## src/rtl/slc3_run_ctrl_if.sv

```systemverilog
// Board/CPU-facing signal bundle for the SLC-3 run controller.
// master = the board/CPU side, slave = the run controller.
interface slc3_run_ctrl_if #(
    parameter int N_BTN = 2,
    parameter int PC_W  = 16
);
    logic [N_BTN-1:0] btn_n;
    logic [1:0]       mode;
    logic [PC_W-1:0]  pc;
    logic [PC_W-1:0]  bp_addr;
    logic             instr_done;
    logic             pause_req;
    logic [N_BTN-1:0] btn_pulse;
    logic             cpu_en;
    logic [1:0]       state;
    logic             bp_hit;

    modport master (
        output btn_n, mode, pc, bp_addr, instr_done, pause_req,
        input  btn_pulse, cpu_en, state, bp_hit
    );

    modport slave (
        input  btn_n, mode, pc, bp_addr, instr_done, pause_req,
        output btn_pulse, cpu_en, state, bp_hit
    );
endinterface

```

## src/rtl/slc3_run_ctrl.sv

```systemverilog
// SLC-3 run controller: debounces the push buttons and gates the CPU clock
// enable through an IDLE/RUN/PAUSED machine with single-step and breakpoint halts.
module slc3_run_ctrl #(
    parameter int N_BTN     = 2,
    parameter int DB_CYCLES = 16,
    parameter int PC_W      = 16
) (
    input logic            clk,
    input logic            rst_n,
    slc3_run_ctrl_if.slave bus
);
    localparam int CNT_W = (DB_CYCLES > 1) ? $clog2(DB_CYCLES) : 1;
    localparam logic [CNT_W-1:0] CNT_LAST = CNT_W'(DB_CYCLES - 1);

    localparam logic [1:0] ST_IDLE   = 2'b00;
    localparam logic [1:0] ST_RUN    = 2'b01;
    localparam logic [1:0] ST_PAUSED = 2'b10;

    logic [N_BTN-1:0] sync1;
    logic [N_BTN-1:0] sync2;
    logic [N_BTN-1:0] db_level;
    logic [N_BTN-1:0] db_level_d;
    logic [N_BTN-1:0] btn_pulse_q;
    logic [CNT_W-1:0] db_cnt [N_BTN];

    logic [1:0]       state_q;
    logic             bp_hit_q;
    logic [PC_W-1:0]  pc_diff;
    logic             pc_match;
    logic             run_p;
    logic             cont_p;
    logic             step_hit;
    logic             brk_hit;
    logic             halt;

    always_ff @(posedge clk or negedge rst_n) begin
        if (!rst_n) begin
            sync1       <= '1;
            sync2       <= '1;
            db_level_d  <= '1;
            btn_pulse_q <= '0;
        end else begin
            sync1       <= bus.btn_n;
            sync2       <= sync1;
            db_level_d  <= db_level;
            btn_pulse_q <= db_level_d & ~db_level;
        end
    end

    // The counter only runs while the synchronised level disagrees with the
    // debounced one, so any bounce back to the old level restarts the window.
    always_ff @(posedge clk or negedge rst_n) begin
        if (!rst_n) begin
            db_level <= '1;
            for (int i = 0; i < N_BTN; i++) begin
                db_cnt[i] <= '0;
            end
        end else begin
            for (int i = 0; i < N_BTN; i++) begin
                if (sync2[i] == db_level[i]) begin
                    db_cnt[i] <= '0;
                end else if (db_cnt[i] == CNT_LAST) begin
                    db_level[i] <= sync2[i];
                    db_cnt[i]   <= '0;
                end else begin
                    db_cnt[i] <= db_cnt[i] + 1'b1;
                end
            end
        end
    end

    assign pc_diff  = bus.pc ^ bus.bp_addr;
    assign pc_match = (pc_diff == '0);
    assign run_p    = btn_pulse_q[0];
    assign cont_p   = btn_pulse_q[1];
    assign step_hit = bus.instr_done && (bus.mode == 2'b01);
    assign brk_hit  = bus.instr_done && (bus.mode == 2'b10) && pc_match;
    assign halt     = bus.pause_req || step_hit || brk_hit;

    // Run always wins over Continue; bp_hit is only ever set by a breakpoint halt.
    always_ff @(posedge clk or negedge rst_n) begin
        if (!rst_n) begin
            state_q  <= ST_IDLE;
            bp_hit_q <= 1'b0;
        end else begin
            case (state_q)
                ST_IDLE: begin
                    if (run_p) begin
                        state_q <= ST_RUN;
                    end
                end
                ST_RUN: begin
                    if (run_p) begin
                        state_q  <= ST_IDLE;
                        bp_hit_q <= 1'b0;
                    end else if (halt) begin
                        state_q <= ST_PAUSED;
                        if (brk_hit) begin
                            bp_hit_q <= 1'b1;
                        end
                    end
                end
                ST_PAUSED: begin
                    if (run_p) begin
                        state_q  <= ST_IDLE;
                        bp_hit_q <= 1'b0;
                    end else if (cont_p) begin
                        state_q  <= ST_RUN;
                        bp_hit_q <= 1'b0;
                    end
                end
                default: begin
                    state_q  <= ST_IDLE;
                    bp_hit_q <= 1'b0;
                end
            endcase
        end
    end

    assign bus.btn_pulse = btn_pulse_q;
    assign bus.state     = state_q;
    assign bus.cpu_en    = (state_q == ST_RUN);
    assign bus.bp_hit    = bp_hit_q;
endmodule

```

## src/flat_wrapper.sv

```systemverilog
// flat-port wrapper written by rule: the top's interface ports become plain ports
module slc3_run_ctrl_flat 
#(
    parameter int N_BTN     = 2,
    parameter int DB_CYCLES = 16,
    parameter int PC_W      = 16
)
  (clk, rst_n, bus_btn_n, bus_mode, bus_pc, bus_bp_addr, bus_instr_done, bus_pause_req, bus_btn_pulse, bus_cpu_en, bus_state, bus_bp_hit);
  slc3_run_ctrl_if #(.N_BTN(N_BTN), .PC_W(PC_W)) bus_i ();
  input logic clk;
  input logic rst_n;
  input wire logic [$bits(bus_i.btn_n)-1:0] bus_btn_n;
  input wire logic [$bits(bus_i.mode)-1:0] bus_mode;
  input wire logic [$bits(bus_i.pc)-1:0] bus_pc;
  input wire logic [$bits(bus_i.bp_addr)-1:0] bus_bp_addr;
  input wire logic [$bits(bus_i.instr_done)-1:0] bus_instr_done;
  input wire logic [$bits(bus_i.pause_req)-1:0] bus_pause_req;
  output wire logic [$bits(bus_i.btn_pulse)-1:0] bus_btn_pulse;
  output wire logic [$bits(bus_i.cpu_en)-1:0] bus_cpu_en;
  output wire logic [$bits(bus_i.state)-1:0] bus_state;
  output wire logic [$bits(bus_i.bp_hit)-1:0] bus_bp_hit;
  assign bus_i.btn_n = bus_btn_n;
  assign bus_i.mode = bus_mode;
  assign bus_i.pc = bus_pc;
  assign bus_i.bp_addr = bus_bp_addr;
  assign bus_i.instr_done = bus_instr_done;
  assign bus_i.pause_req = bus_pause_req;
  assign bus_btn_pulse = bus_i.btn_pulse;
  assign bus_cpu_en = bus_i.cpu_en;
  assign bus_state = bus_i.state;
  assign bus_bp_hit = bus_i.bp_hit;
  slc3_run_ctrl #(.N_BTN(N_BTN), .DB_CYCLES(DB_CYCLES), .PC_W(PC_W)) u_core (.clk(clk), .rst_n(rst_n), .bus(bus_i));
endmodule
```

## config.mk

```make
export PLATFORM = sky130hd
export DESIGN_NAME = slc3_run_ctrl_flat
export DESIGN_NICKNAME = d
export VERILOG_FILES = /design/src/rtl/slc3_run_ctrl_if.sv /design/src/rtl/slc3_run_ctrl.sv /design/src/flat_wrapper.sv
export SDC_FILE = /design/constraint.sdc
export NUM_CORES = 1
export LEC_CHECK = 0
export CORE_ASPECT_RATIO = 0.6
export CORE_UTILIZATION = 37
export DETAILED_ROUTE_END_ITERATION = 10
export PLACE_DENSITY = 0.82
export SYNTH_ARGS = -nofsm -noshare
export SYNTH_HDL_FRONTEND = slang
export SYNTH_SLANG_ARGS = --single-unit
```

## constraint.sdc

```tcl
create_clock -name clk -period 1.4 [get_ports clk]
set_input_delay 0.28 -clock clk [delete_from_list [all_inputs] [get_ports clk]]
set_output_delay 0.28 -clock clk [all_outputs]
set_load 0.05 [all_outputs]
```

==> results of run 1 <==
synth_stat cells, types with 2 or more instances:
cell      instances  area, sq um
o22ai_1           2        12.51
dfrtp_1          13        325.3
xnor2_1           5        43.79
nor2_1            2        7.510
nor3b_1           4        30.03
o21ai_1           2        10.01
ha_1              2        25.02
a21oi_1           7        35.03
dfstp_2           8        210.2
nand3_1           2        10.01
xor2_1           15        131.4
inv_1             3        11.26
mux2_1            2        22.52
nor2b_1           5        31.28
nor4_1            2        12.51
nand3b_1          2        15.01
nand4b_1          2        17.52
layout make-up:
cell class / instances / area [sq um]
clock buffer: 3 / 41.29
sequential: 21 / 539.3
tap: 32 / 40.04
clock inverter: 1 / 7.507
timing repair buffer: 54 / 571.8
multi-input combinational: 66 / 521.8
inverter: 3 / 11.26
fill: 200 / 859.6
metal layers:
| metal | global-route usage (%) | wire, microns | vias up | part of all wire, % |
|---|---|---|---|---|
| met5 | 0 | 0 | - | 0 |
| met4 | 4.490 | 54 | 0 | 2.1 |
| met3 | 4.751 | 124 | 4 | 4.8 |
| met2 | 33.59 | 1294 | 30 | 50 |
| met1 | 22.51 | 1112 | 440 | 43 |
| li1 | - | - | 435 | - |
what timing repair did:
action | 4_1_cts | 5_1_grt
setup buffers | 2 | 2
endpoints found under the setup margin | 4 | 4
pin swaps | 15 | 5
resized for setup | 25 | 10
hold buffers | 0 | 0
logic make-up after synthesis:
group | Yosys count | share of synthesized area, %
AO/OA/AOI/OAI | 16 | 9.375
adder cells (fa/ha/maj) | 2 | 2.403
XOR/XNOR | 20 | 16.83
multiplexers | 2 | 2.163
AND/OR/NAND/NOR | 26 | 16.71
buffers and inverters | 3 | 1.082
flip-flops | 21 | 51.44
flip-flops by register name (all words and copies together) (netlist names):
register and cells:
u_core.bus.bp_hit 1, u_core.bus.btn_pulse 2, u_core.bus.state 2, u_core.db_cnt 8, u_core.db_level 2, u_core.db_level_d 2
u_core.sync1 2, u_core.sync2 2
power by group:
| part | internal [mW] | switching [mW] | total, mW |
|---|---|---|---|
| clock | 0.200 | 0.191 | 0.392 |
| sequential | 0.654 | 0.0354 | 0.689 |
| combinational | 0.270 | 0.221 | 0.490 |
worst paths after layout:
check / depth (start not counted) / from / end
max in group asynchronous: 2 / rst_n / u_core.sync2[1]
min in group clk: 0 / u_core.sync1[1] / u_core.sync2[1]
hold / removal: 2 / rst_n / u_core.db_cnt[6]
setup reg to reg: 4 / u_core.bus.btn_pulse[0] / u_core.bus.state[0]
setup / recovery: 4 / u_core.bus.btn_pulse[0] / u_core.bus.state[0]
hold reg to reg: 0 / u_core.sync1[1] / u_core.sync2[1]
per-stage QoR:
step	power (mW)	TNS, ns	setup slack, ns	hold WS [ns]	util [%]
floorplan	0.8698	-0.1405	-0.1206	-0.01559	-
global placement	1.133	-1.013	-0.4690	0.3458	63.08
detailed placement	1.148	-1.335	-0.5688	0.3478	63.08
CTS	1.548	-0.05267	-0.05267	0.3557	65.35
global route	1.642	-0.1322	-0.1165	0.3625	66.84
finish	1.571	-0.06280	-0.06280	0.3532	66.84
worst max-delay path, delay by kind of cell (launching register included):
kind | cells | cell delay (ns)
simple gates | 2 | 0.51
compound gates | 2 | 0.47
flops | 1 | 0.42
==> results by group, run 1 <==
Placement
  • Post-DP HPWL: 2.067 mm
  • IO Port Bufs: 45
  • Placed cell count: 172
  • Final GP Congestion: 0.7886
  • Post-placement cell area: 1635 sq um

Timing
  • Slew Viols, Final: 0
  • Rel. slew slack: 72.47%
  • Final worst path period share: 104.5%
  • Top achievable clock speed: 683.6 MHz
  • Setup slack after layout: -0.06280 ns
  • RSZ-0062 raised after global routing: true
  • Worst-margin pin slew: 0.4099 ns
  • Max Clock Skew: 0.0005752 ns
  • Final hold viol count: 0
  • Min Clock Period, post-route: 1.463 ns
  • # setup viols final: 1

Cells and area
  • Layout Cells excl Fill: 180
  • Net total in the final layout: 191
  • # diodes: 0
  • Finished Cell Area: 1733 sq um
  • Commonest non-fill, non-tap cells in the layout: 17 x dlygate4sd2_1, 15 x xor2_1, 15 x clkdlybuf4s50_1
  • Commonest non-fill, non-tap cell in the layout: dlygate4sd2_1
  • P&R area growth vs syn: 66.47%
  • Share of layout cells above drive strength 1: 25.00%

Synthesis
  • Post-synth ARST share: 100.0%
  • Netlist cell types: 29
  • Yosys warning total: 0
  • Synth Register Bits: 21
  • Post-synth EDFFs: 0
  • Ys flop type: dfrtp_1
  • Cells after Synth: 90
  • Post-synth design cell area: 1041 sq um
  • Sequential-to-total area share from yosys stat: 51.44%
  • Mean Syn Cell Area: 11.57 sq um
  • Synth Net Count: 132

Clock network
  • Clk slew on worst S/H paths: 0.07 ns
  • Num CTS Buffers: 3
  • CTS H-Tree Depth: 1
  • Worst-case clock buffer depth: 2
  • Clk_lat worst skew: 0.25 ns
  • Root Buffer: clkbuf_8
  • CTS Sinks: 21
  • CTS tree: built

Setup path
  • Crit-path max cell delay: 0.42 ns
  • Startpoint types: register
  • Crit path DAT: 1.66 ns
  • CP Cell Sequence: or3b_4, a311o_1, a41oi_1, or3_1
  • Max FO, Critical Path: 2
  • Crit. End Element: register
  • Slowest-stage cell, CP: dfrtp_2
  • Critical path class: reg2reg
  • Worst endpoint required time: 1.60 ns
  • R2r setup slk: -0.06 ns

Drt
  • 1st-iter DRT viols: 52
  • DR vias/cell: 5.050
  • DRT Wirelength: 2.586 mm
  • Vias post-DR: 909
  • Drt pass-1 iters: 7
  • WL/cell: 14.37 microns
  • Remaining antenna violation count: 0
  • # DRC: 6

Outcome
  • Failing checks: design-rule violations, negative setup slack
  • Status: finished, violations left

Die
  • Die extent in y: 43.09 microns
  • Core area: 2592 sq um
  • Die area: 3036 sq um
  • Initial Util: 40.15%
  • Die width: 70.48 microns
  • Row cnt: 14
  • Ports: 46

Global routing
  • Number of global-route vias before repair: 934
  • Grt ovf: 0
  • First-pass GRT wire length: 4.278 mm
  • Largest net degree at the start of global routing: 22
  • Initial antenna violation count: 0
  • GRT Resource Usage Total: 18.61%

Pwr
  • Worst VDD drop: 727.5 uV
  • Leak: 0.7629 nW
  • Power Density: 906.5 nW/um^2

Job
  • Maxcap violations: 0

Worst hold path
  • Worst hold path class: in2async
No activity file was read; power rests on OpenSTA's default activity.
==> inputs of run 2 (changes only) <==
- RECOVER_POWER: not set -> 100
- clock period: 1.4 -> 1.3 ns (I/O delays scaled with it)
==> run 2 against run 1 <==
  * The flow still finishes with violations (design-rule violations, negative setup slack)
  * Count of clock-buffer cells in the layout unchanged
  * Total power is 6.0% higher
  * Critical path depth stayed put
  * Routed wire length is 12% higher
  * Register-to-register slack lost 0.14 ns
  * Largest power group unchanged
==> results by group, run 2 (synthesis gave the netlist of run 1 again) <==
Setup path
  • Crit Reg-Reg Startpoint: u_core.bus.state[1]
  • Startpoint types: register
  • Reg-to-Reg End: u_core.bus.state[0]
  • Critical path class: reg2reg
  • Crit path DAT: 1.70 ns (+0.04 ns)
  • Crit. End Element: register
  • Crit-path max cell delay: 0.41 ns (about the same)
  • Worst Setup SP: u_core.bus.state[1]
  • Crit path to: u_core.bus.state[0]
  • R2r setup slk: -0.21 ns (-0.14 ns)
  • CP Cell Sequence: or3b_1, a311o_1, a41oi_2, or3_1
  • Max FO, Critical Path: 2 (unchanged)
  • Worst endpoint required time: 1.49 ns (-0.11 ns)
  • Slowest-stage cell, CP: dfrtp_2
  • Cells on worst reg2reg path: 4 (unchanged)

Clock network
  • CTS H-Tree Depth: 1 (unchanged)
  • Clk slew on worst S/H paths: 0.07 ns (about the same)
  • Clk_lat worst skew: 0.25 ns (about the same)
  • Worst-case clock buffer depth: 2 (unchanged)
  • Cts hold-fix bufs: 0 (unchanged)
  • CTS Sinks: 21 (unchanged)
  • CTS tree: built
  • Num CTS Buffers: 3 (unchanged)
  • Root Buffer: clkbuf_8

Global routing
  • First-pass GRT wire length: 4.519 mm (+5.6%)
  • Busiest grt layer: met2
  • Grt ovf: 0 (unchanged)
  • GRT Resource Usage Total: 19.97% (+1.4 points)
  • Largest net degree at the start of global routing: 22 (unchanged)
  • Initial antenna violation count: 0 (unchanged)
  • Met3 Usage GRT: 5.938% (+1.2 points)
  • Routing usage on met1: 23.08% (+0.57 points)
  • Met2 global-route usage: 37.86% (+4.3 points)
  • Number of global-route vias before repair: 920 (-1.5%)

Die
  • Initial Util: 40.15% (unchanged)
  • Die width: 70.48 microns (unchanged)
  • Die area: 3036 sq um (unchanged)
  • Die extent in y: 43.09 microns (unchanged)
  • Row cnt: 14 (unchanged)
  • Ports: 46 (unchanged)
  • Core area: 2592 sq um (unchanged)

Placement
  • Final GP Congestion: 0.7803 (-1.1%)
  • Post-DP HPWL: 2.114 mm (+2.3%)
  • IO Port Bufs: 45 (unchanged)
  • Pre-CTS WS: -0.6225 ns (-0.05372 ns)
  • Post-placement cell area: 1635 sq um (unchanged)

Pwr
  • Power Density: 953.9 nW/um^2 (+5.2%)
  • P_int: 1.172 mW (+4.3%)
  • Clk pwr share: 25.2% (+0.3 points)
  • Final Power: 1.665 mW (+6.0%)
  • Net Sw Frac: 29.62% (+1.2 points)
  • Leak: 0.8112 nW (+6.3%)
  • Logic pwr share: 30.6% (-0.6 points)
  • Net Switching: 493.2 uW (+10%)
  • Reg power frac: 44.2% (+0.3 points)
  • Worst VDD drop: 822.1 uV (+13%)

Drt
  • DR vias/cell: 5.151 (+2.0%)
  • DRT Wirelength: 2.893 mm (+12%)
  • 1st-iter DRT viols: 74 (+42%)
  • Vias post-DR: 922 (+1.4%)
  • WL/cell: 16.16 microns (+12%)
  • Drt pass-1 iters: 7 (unchanged)
  • Remaining antenna violation count: 0 (unchanged)
  • # DRC: 6 (unchanged)

Timing
  • Worst-margin pin slew: 0.5000 ns (+0.09004 ns)
  • # setup viols final: 2 (+1)
  • Top achievable clock speed: 664.0 MHz (-2.9%)
  • Rel. slew slack: 66.67% (-5.8 points)
  • Slew Viols, Final: 0 (unchanged)
  • Min Clock Period, post-route: 1.506 ns (+0.04325 ns)
  • Final worst path period share: 115.8% (+11 points)
  • Final hold viol count: 0 (unchanged)
  • RSZ-0062 raised after global routing: true
  • Max Clock Skew: 0.001827 ns (+0.001251 ns)
  • Setup slack after layout: -0.2060 ns (-0.1432 ns)

Cells and area
  • Number of flip-flops in the largest register: 8 (unchanged)
  • Share of layout cells above drive strength 1: 29.25% (+4.3 points)
  • Net total in the final layout: 190 (-0.52%)
  • Commonest non-fill, non-tap cells in the layout: 13 x xor2_1, 13 x dlygate4sd2_1, 10 x dlymetal6s2s_1, 10 x dfrtp_1, 8 x dfstp_2
  • Top reg by flops: u_core.db_cnt
  • P&R area growth vs syn: 67.67%
  • Finished Cell Area: 1745 sq um (+0.72%)
  • Final Core Density: 67.33% (+0.48 points)
  • # diodes: 0 (unchanged)

Outcome
  • Failing checks: design-rule violations, negative setup slack
  • Status: finished, violations left

Worst hold path
  • Worst hold path class: reg2reg

Job
  • Maxcap violations: 0 (unchanged)
==> run 2: layout make-up <==
class | count | area, sq um
clock buffer | 3 | 41.29
sequential | 21 | 539.3
clock inverter | 1 | 7.507
multi-input combinational | 66 | 568.0
inverter | 3 | 11.26
timing repair buffer | 53 | 538.0
tap | 32 | 40.04
fill | 192 | 847.1
==> run 2: repair_timing <==
action / CTS / global route
buffers inserted: 3 / 1
cloned: 0 / 0
hold endpoints to repair: 0 / 0
pin swaps: 18 / 16
setup endpoints to repair: 4 / 4
resized for setup: 24 / 28
==> run 2: worst min path at each step <==
stage                    startpoint                end  slack (ns)  depth (start not counted)
finish              u_core.sync1[0]    u_core.sync2[0]        0.36                          0
global route        u_core.sync1[1]    u_core.sync2[1]        0.37                          0
CTS                           rst_n   u_core.db_cnt[5]        0.34                          2
detailed placement  u_core.sync1[0]    u_core.sync2[0]        0.35                          0
global placement    u_core.sync1[1]    u_core.sync2[1]        0.35                          0
floorplan                     rst_n  u_core.bus.bp_hit       -0.04                          0
==> run 2: stage by stage <==
step | std cells | hold WS, ns | setup TNS (ns)
4_1_cts | 179 | 0.3390 | -0.1866
3_5_place_dp | 172 | 0.3494 | -1.446
2_1_floorplan | 90 | -0.03559 | -0.3794
6_report | 179 | 0.3587 | -0.2884
5_1_grt | 179 | 0.3656 | -0.4067
3_3_place_gp | 172 | 0.3467 | -1.145
==> run 2: power groups by stage <==
stage	Combinational [mW]	Sequential, mW	Clock, mW
finish	0.509	0.736	0.419
global route	0.541	0.741	0.469
CTS	0.509	0.741	0.431
detailed placement	0.488	0.751	0
global placement	0.474	0.747	0
floorplan	0.105	0.832	0
==> run 2: layer usage <==
metal | wire, microns | vias to the layer above
li1 | - | 432
met1 | 1212 | 460
met2 | 1542 | 28
met3 | 129 | 2
met4 | 8 | 0
met5 | 0 | -
==> run 2: worst max-delay path: cells and delay by family, from the launching register on <==
| family | cells | cell delay [ns] |
|---|---|---|
| compound gates | 2 | 0.53 |
| flops | 1 | 0.41 |
| simple gates | 2 | 0.51 |
==> inputs of run 3 (changes only) <==
- CTS_CLUSTER_SIZE: not set -> 16
- GPL_ROUTABILITY_DRIVEN: not set -> 0
- SLEW_MARGIN: not set -> 30
==> results of run 3 <==
The final DEF is identical to that of run 2; final timing and power are the same.
